**src/rtl/ff_input_pkg.sv**
```systemverilog
// Shared definitions for the Food Fight input conditioner: switch bit positions,
// coin channel FSM encoding and the all-released switch word.
package ff_input_pkg;

    localparam int SW_COIN1   = 7;
    localparam int SW_COIN2   = 6;
    localparam int SW_START1  = 5;
    localparam int SW_START2  = 4;
    localparam int SW_COINAUX = 3;
    localparam int SW_THROW1  = 2;
    localparam int SW_THROW2  = 1;
    localparam int SW_TEST    = 0;

    localparam logic [9:0] SW_IDLE = 10'h3FF;

    typedef enum logic [1:0] {
        COIN_IDLE  = 2'd0,
        COIN_PULSE = 2'd1,
        COIN_GAP   = 2'd2
    } coin_state_t;

    // Counter width able to hold n-1; never narrower than one bit.
    function automatic int unsigned cnt_width(input int unsigned n);
        return (n > 1) ? $clog2(n) : 1;
    endfunction

endpackage

```
**src/rtl/ff_debounce.sv**
```systemverilog
// One-bit button conditioner: 2-flop synchroniser followed by a stability counter
// that accepts a new level only after CYCLES consecutive differing samples.
module ff_debounce
    import ff_input_pkg::*;
#(
    parameter int unsigned CYCLES = 120000
) (
    input  logic clk_i,
    input  logic rst_ni,
    input  logic raw_i,
    output logic stable_o
);

    localparam int unsigned         CNT_W    = cnt_width(CYCLES);
    localparam logic [CNT_W-1:0]    CNT_LAST = CNT_W'(CYCLES - 1);

    logic             meta_q;
    logic             sync_q;
    logic             stable_q;
    logic             stable_d;
    logic [CNT_W-1:0] cnt_q;
    logic [CNT_W-1:0] cnt_d;

    always_comb begin
        stable_d = stable_q;
        cnt_d    = '0;
        if (sync_q != stable_q) begin
            if (cnt_q == CNT_LAST) begin
                stable_d = sync_q;
            end else begin
                cnt_d = cnt_q + 1'b1;
            end
        end
    end

    always_ff @(posedge clk_i or negedge rst_ni) begin
        if (!rst_ni) begin
            meta_q   <= 1'b0;
            sync_q   <= 1'b0;
            stable_q <= 1'b0;
            cnt_q    <= '0;
        end else begin
            meta_q   <= raw_i;
            sync_q   <= meta_q;
            stable_q <= stable_d;
            cnt_q    <= cnt_d;
        end
    end

    assign stable_o = stable_q;

endmodule

```
**src/rtl/ff_input_cond.sv**
```systemverilog
// Food Fight player-input conditioner: debounced level buttons, shaped coin pulses,
// coin counter and activity LED. Define FF_AUTOFIRE_EN to build throw-button autofire.
module ff_input_cond
    import ff_input_pkg::*;
#(
    parameter int unsigned DEBOUNCE_CYCLES   = 120000,
    parameter int unsigned COIN_PULSE_CYCLES = 600000,
    parameter int unsigned COIN_GAP_CYCLES   = 600000,
    parameter int unsigned AUTOFIRE_HALF     = 600000
) (
    input  logic       clk12m,
    input  logic       reset_n,
    input  logic [7:0] btn_i,
    input  logic       autofire_i,
    output logic [9:0] sw_o,
    output logic [7:0] coin_count_o,
    output logic       activity_o
);

    localparam int unsigned TMR_SPAN = (COIN_PULSE_CYCLES > COIN_GAP_CYCLES) ?
                                       COIN_PULSE_CYCLES : COIN_GAP_CYCLES;
    localparam int unsigned      TMR_W     = cnt_width(TMR_SPAN);
    localparam logic [TMR_W-1:0] PULSE_LD  = TMR_W'(COIN_PULSE_CYCLES - 1);
    localparam logic [TMR_W-1:0] GAP_LD    = TMR_W'(COIN_GAP_CYCLES - 1);

    logic [7:0]       stable;
    logic [2:0]       coin_stable;
    logic [2:0]       coin_rise;
    logic [2:0]       coin_prev_q;
    logic [2:0]       coin_enter;
    logic [2:0]       coin_low_d;
    logic [1:0]       n_start;
    coin_state_t      state_q [3];
    logic [TMR_W-1:0] tmr_q   [3];
    logic [7:0]       coin_cnt_q;
    logic [9:0]       sw_d;
    logic [9:0]       sw_q;
    logic             act_d;
    logic             act_q;

    for (genvar i = 0; i < 8; i++) begin : g_db
        ff_debounce #(
            .CYCLES (DEBOUNCE_CYCLES)
        ) u_db (
            .clk_i    (clk12m),
            .rst_ni   (reset_n),
            .raw_i    (btn_i[i]),
            .stable_o (stable[i])
        );
    end

    // Coin channel k: 0 = coin1, 1 = coin2, 2 = coinaux.
    assign coin_stable = {stable[SW_COINAUX], stable[SW_COIN2], stable[SW_COIN1]};
    assign coin_rise   = coin_stable & ~coin_prev_q;

    always_comb begin
        coin_enter = '0;
        coin_low_d = '0;
        for (int k = 0; k < 3; k++) begin
            coin_enter[k] = (state_q[k] == COIN_IDLE) && coin_rise[k];
            coin_low_d[k] = ((state_q[k] == COIN_IDLE) && coin_rise[k]) ||
                            ((state_q[k] == COIN_PULSE) && (tmr_q[k] != '0));
        end
    end

    assign n_start = {1'b0, coin_enter[0]} + {1'b0, coin_enter[1]} + {1'b0, coin_enter[2]};

    always_ff @(posedge clk12m or negedge reset_n) begin
        if (!reset_n) begin
            for (int k = 0; k < 3; k++) begin
                state_q[k] <= COIN_IDLE;
                tmr_q[k]   <= '0;
            end
            coin_prev_q <= '0;
            coin_cnt_q  <= '0;
        end else begin
            coin_prev_q <= coin_stable;
            coin_cnt_q  <= coin_cnt_q + {6'd0, n_start};
            for (int k = 0; k < 3; k++) begin
                case (state_q[k])
                    COIN_IDLE: begin
                        if (coin_enter[k]) begin
                            state_q[k] <= COIN_PULSE;
                            tmr_q[k]   <= PULSE_LD;
                        end
                    end
                    COIN_PULSE: begin
                        if (tmr_q[k] == '0) begin
                            state_q[k] <= COIN_GAP;
                            tmr_q[k]   <= GAP_LD;
                        end else begin
                            tmr_q[k] <= tmr_q[k] - 1'b1;
                        end
                    end
                    COIN_GAP: begin
                        // A coin still held at the end of the gap keeps the channel parked here.
                        if (tmr_q[k] != '0) begin
                            tmr_q[k] <= tmr_q[k] - 1'b1;
                        end else if (!coin_stable[k]) begin
                            state_q[k] <= COIN_IDLE;
                        end
                    end
                    default: begin
                        state_q[k] <= COIN_IDLE;
                        tmr_q[k]   <= '0;
                    end
                endcase
            end
        end
    end

`ifdef FF_AUTOFIRE_EN
    localparam int unsigned     AF_W    = cnt_width(AUTOFIRE_HALF);
    localparam logic [AF_W-1:0] AF_LAST = AF_W'(AUTOFIRE_HALF - 1);

    logic            throw_held;
    logic [AF_W-1:0] af_cnt_q;
    logic [AF_W-1:0] af_cnt_d;
    logic            af_hi_q;
    logic            af_hi_d;

    assign throw_held = stable[SW_THROW1] | stable[SW_THROW2];

    always_comb begin
        af_cnt_d = af_cnt_q;
        af_hi_d  = af_hi_q;
        if (!throw_held) begin
            af_cnt_d = '0;
            af_hi_d  = 1'b0;
        end else if (af_cnt_q == AF_LAST) begin
            af_cnt_d = '0;
            af_hi_d  = ~af_hi_q;
        end else begin
            af_cnt_d = af_cnt_q + 1'b1;
        end
    end

    always_ff @(posedge clk12m or negedge reset_n) begin
        if (!reset_n) begin
            af_cnt_q <= '0;
            af_hi_q  <= 1'b0;
        end else begin
            af_cnt_q <= af_cnt_d;
            af_hi_q  <= af_hi_d;
        end
    end
`else
    logic unused_af;
    assign unused_af = autofire_i ^ (AUTOFIRE_HALF == 0);
`endif

    always_comb begin
        sw_d            = SW_IDLE;
        sw_d[7:0]       = ~stable;
        sw_d[SW_COIN1]  = ~coin_low_d[0];
        sw_d[SW_COIN2]  = ~coin_low_d[1];
        sw_d[SW_COINAUX] = ~coin_low_d[2];
`ifdef FF_AUTOFIRE_EN
        sw_d[SW_THROW1] = sw_d[SW_THROW1] | (autofire_i & af_hi_q);
        sw_d[SW_THROW2] = sw_d[SW_THROW2] | (autofire_i & af_hi_q);
`endif
        act_d = ~&sw_d[7:0];
    end

    always_ff @(posedge clk12m or negedge reset_n) begin
        if (!reset_n) begin
            sw_q  <= SW_IDLE;
            act_q <= 1'b0;
        end else begin
            sw_q  <= sw_d;
            act_q <= act_d;
        end
    end

    assign sw_o         = sw_q;
    assign activity_o   = act_q;
    assign coin_count_o = coin_cnt_q;

endmodule

```
**config.mk**
```make
export PLATFORM = sky130hd
export DESIGN_NAME = ff_input_cond
export DESIGN_NICKNAME = d
export VERILOG_FILES = /design/src/rtl/ff_input_pkg.sv /design/src/rtl/ff_debounce.sv /design/src/rtl/ff_input_cond.sv
export SDC_FILE = /design/constraint.sdc
export NUM_CORES = 1
export LEC_CHECK = 0
export ABC_AREA = 1
export BUFFER_PORTS_ARGS = -buffer_cell sky130_fd_sc_hd__clkbuf_2
export CORE_MARGIN = 2
export CORE_UTILIZATION = 30
export DETAILED_ROUTE_END_ITERATION = 6
export HOLD_SLACK_MARGIN = 0.12
export SLEW_MARGIN = 15
export SYNTH_ARGS = -nofsm -noshare
export SYNTH_HDL_FRONTEND = slang
export SYNTH_SLANG_ARGS = --single-unit
```
**constraint.sdc**
```tcl
create_clock -name clk12m -period 3.1 [get_ports clk12m]
set_input_delay 0.465 -clock clk12m [delete_from_list [all_inputs] [get_ports clk12m]]
set_output_delay 0.465 -clock clk12m [all_outputs]
set_load 0.005 [all_outputs]
```
==> metrics.md <==
| Metric | Value |
|---|---|
| Synth warn | `0` |
| TritonCTS clock tree | `built` |
| Worst Max-Slew Pin Slew | `585.7 ps` |
| Initial antenna violation count | `0` |
| Hpwl dp | `18.99 mm` |
| Top-count cell post-synth | `nand2_1` |
| Fin Setup TNS | `0 ps` |
| Arr. time, crit path | `3010 ps` |
| Clock Pin Slew Worst Setup and Hold Paths | `60 ps` |
| Drt wl/cell | `11.29 um` |
| Num CTS Buffers | `28` |
| Clock latency on the worst-skew pair | `540 ps` |
| Vias in the first global route | `10357` |
| Worst VDD drop | `0.0004237 V` |
| DR vias | `10472` |
| Post-route cell area | `14820 um2` |
| Area share of the largest cell type after synthesis | `45.99%` |
| CORE AREA | `42890 um2` |
| Final setup violation count | `0` |
| Layout area overhead | `14.43%` |
| Largest net degree at the start of global routing | `77` |
| Crit path buf inv count | `1` |
| CP peak stage delay | `490 ps` |
| Final Core Density | `34.56%` |
| Total GRT Usage | `12.35%` |
| Critical Path RT | `3520 ps` |
| Ys flop type | `dfrtp_1` |
| Critical Path Source Type | `register` |
| CTS H-tree depth | `1` |
| Final Skew | `8.183 ps` |
| CP top delay family | `adder cells` |
| Tcrit/Tclk final | `83.53%` |
| Die X | `211.8 um` |
| Starting Density | `30.20%` |
| Placed inst area | `13800 um2` |
| Top post-synthesis cells by count | `nand2_1 (366), nor2_1 (304), dfrtp_1 (238), inv_1 (204), nand3_1 (115)` |
| Pre-CTS setup slack | `494.3 ps` |
| Port Buffers | `26` |
| Relative slew margins | `60.96%` |
| Worst-case clock buffer depth | `3` |
| Die area | `44850 um2` |
| Max_cap viols | `0` |
| Sink Count | `246` |
| GRT overflow | `0` |
| Routing usage on met2 | `21.43%` |
| Critical Path End Type | `register` |
| Final hold violation count | `0` |
| First-pass GRT wire length | `47.15 mm` |
| Drt via density | `4.500` |
| Unrepaired setup endpoints after global routing | `no` |
| Remaining DRCs | `0` |
| RR Startpoint | `state_q[0]` |
| Synth top area cells | `dfrtp_1 (46%), nand2_1 (11%), nor2_1 (8.8%)` |
| Yosys reg bits | `246` |
| Synth Instances | `1662` |
| FMAX | `0.3862 GHz` |
| EDFF count, synth | `0` |
| Seq/Total Area, Yosys | `47.61%` |
| Post CTS Setup Buffer Count | `0` |
| WS Path Type | `reg2reg` |
| Inserted Diodes | `0` |
| PwrDens | `455.7 nW/um2` |
| Routing usage on met3 | `1.825%` |
| Leakage | `7.204 nW` |
| Worst Path Max Fanout | `9` |
| DR iter-0 viols | `627` |
| Gr busiest metal | `met2` |
| Synth cell types | `48` |
| Share of cells above drive strength 1 | `8.553%` |
| Routed Wire Length | `26.27 mm` |
| Hold slack | `350.6 ps` |
| Root Buffer Master | `clkbuf_16` |
| Status | `completed` |
| Synthesized area | `12950 um2` |
| Asr flop ratio synth | `100.0%` |
| Fin crit period | `2589 ps` |
| Critical Path Source | `state_q[0]` |
| Setup WS post-layout | `510.7 ps` |
| Fillers | `4461` |
| # nets final | `1748` |
| ANT nets after route | `0` |
| Die Y | `211.8 um` |
| Met1 Track Usage GR | `16.01%` |
| CP Cell Sequence | `nor2_1 > inv_2 > nor3_1 > fa_1 > ha_1 > fa_1 > nand3_1 > nor3_1 > xor2_1` |
| Worst hold path class | `reg2reg` |
| Final Max Slew Viols | `0` |
| Hold path startpoint | `g_db[5].u_db.meta_q` |
| Ports | `30` |
| Top cell type by total area after synthesis | `dfrtp_1` |
| Crit-path slowest cell | `fa_1` |
| Pre-antenna DRT Iters | `4` |
| Syn avg cell area | `7.793 um2` |
| GPL Wtd Cong | `0.8373` |
| Rows | `76` |
metal layers:
layer,wire [um],vias up
met5,0,-
met4,519,0
met3,729,30
met2,12400,88
met1,12620,4945
li1,-,5409
cell type report:
cell class | count | area, um2 | area share [%]
flip-flops and latches | 246 | 6166 | 41.60
inverters | 216 | 810.8 | 5.471
clock inverters | 9 | 107.6 | 0.7260
well taps | 585 | 732.0 | 4.939
multi-input cells | 1191 | 5902 | 39.82
clock buffers | 42 | 824.5 | 5.564
repair buffers | 38 | 277.8 | 1.874
report_power, final:
part	internal, W	switching [W]
clock network	0.00200	0.00130
registers	0.00325	0.0000263
logic	0.0000507	0.000124
total	0.00530	0.00146
flip-flops by register name (all words and copies together), names as in the netlist:
register / count
activity_o: 1
coin_count_o: 8
coin_prev_q: 3
g_db.u_db.cnt_q: 136
g_db.u_db.meta_q: 8
g_db.u_db.stable_o: 8
g_db.u_db.sync_q: 8
state_q: 6
sw_o: 8
tmr_q: 60
layout by cell type (no fill, tap or decap), types with 14 or more instances in the layout:
master	n
inv_1	204
nor3_1	61
o21ai_1	15
clkbuf_2	25
nor3b_1	21
nor2_1	304
o21ai_0	30
xor2_1	61
dfrtp_1	238
clkbuf_16	29
nand2_1	366
ha_1	14
nor2_2	16
xnor2_1	14
a21oi_1	53
nand4_1	37
nand3_1	115
nand2_2	14
kinds of logic (layout without fill, tap and decap cells):
family                   Yosys count  count (layout)  synth area share, %
adder cells (fa/ha/maj)           16              16                1.662
buffers and inverters            226             305                6.849
flip-flops                       246             246                47.61
multiplexers                       1               1              0.08694
XOR/XNOR                          75              75                5.072
other                              1               2              0.02895
AO/OA/AOI/OAI                    123             123                5.265
AND/OR/NAND/NOR                  974             974                33.43
repair_timing:
action	4_1_cts	5_1_grt
hold buffers	9	0
resized for setup	0	0
hold endpoints to repair	76	0
through the flow:
step           total power [W]  std cells
2_1_floorplan         0.003402       1663
3_3_place_gp          0.003503       2267
3_5_place_dp          0.003507       2267
4_1_cts               0.006873       2327
5_1_grt               0.007036       2327
6_report              0.006754       2327
worst paths after layout:
path / slack, ps / cells past startpoint / end
setup / recovery: 510 / 9 / coin_count_o[6]
max in group asynchronous: 1740 / 3 / g_db[3].u_db.cnt_q[7]
min in group asynchronous: 470 / 2 / g_db[5].u_db.cnt_q[4]
hold / removal: 350 / 0 / g_db[5].u_db.sync_q
setup reg to reg: 510 / 9 / coin_count_o[6]
hold reg to reg: 350 / 0 / g_db[5].u_db.sync_q
Power figures use the tool's default switching activity.
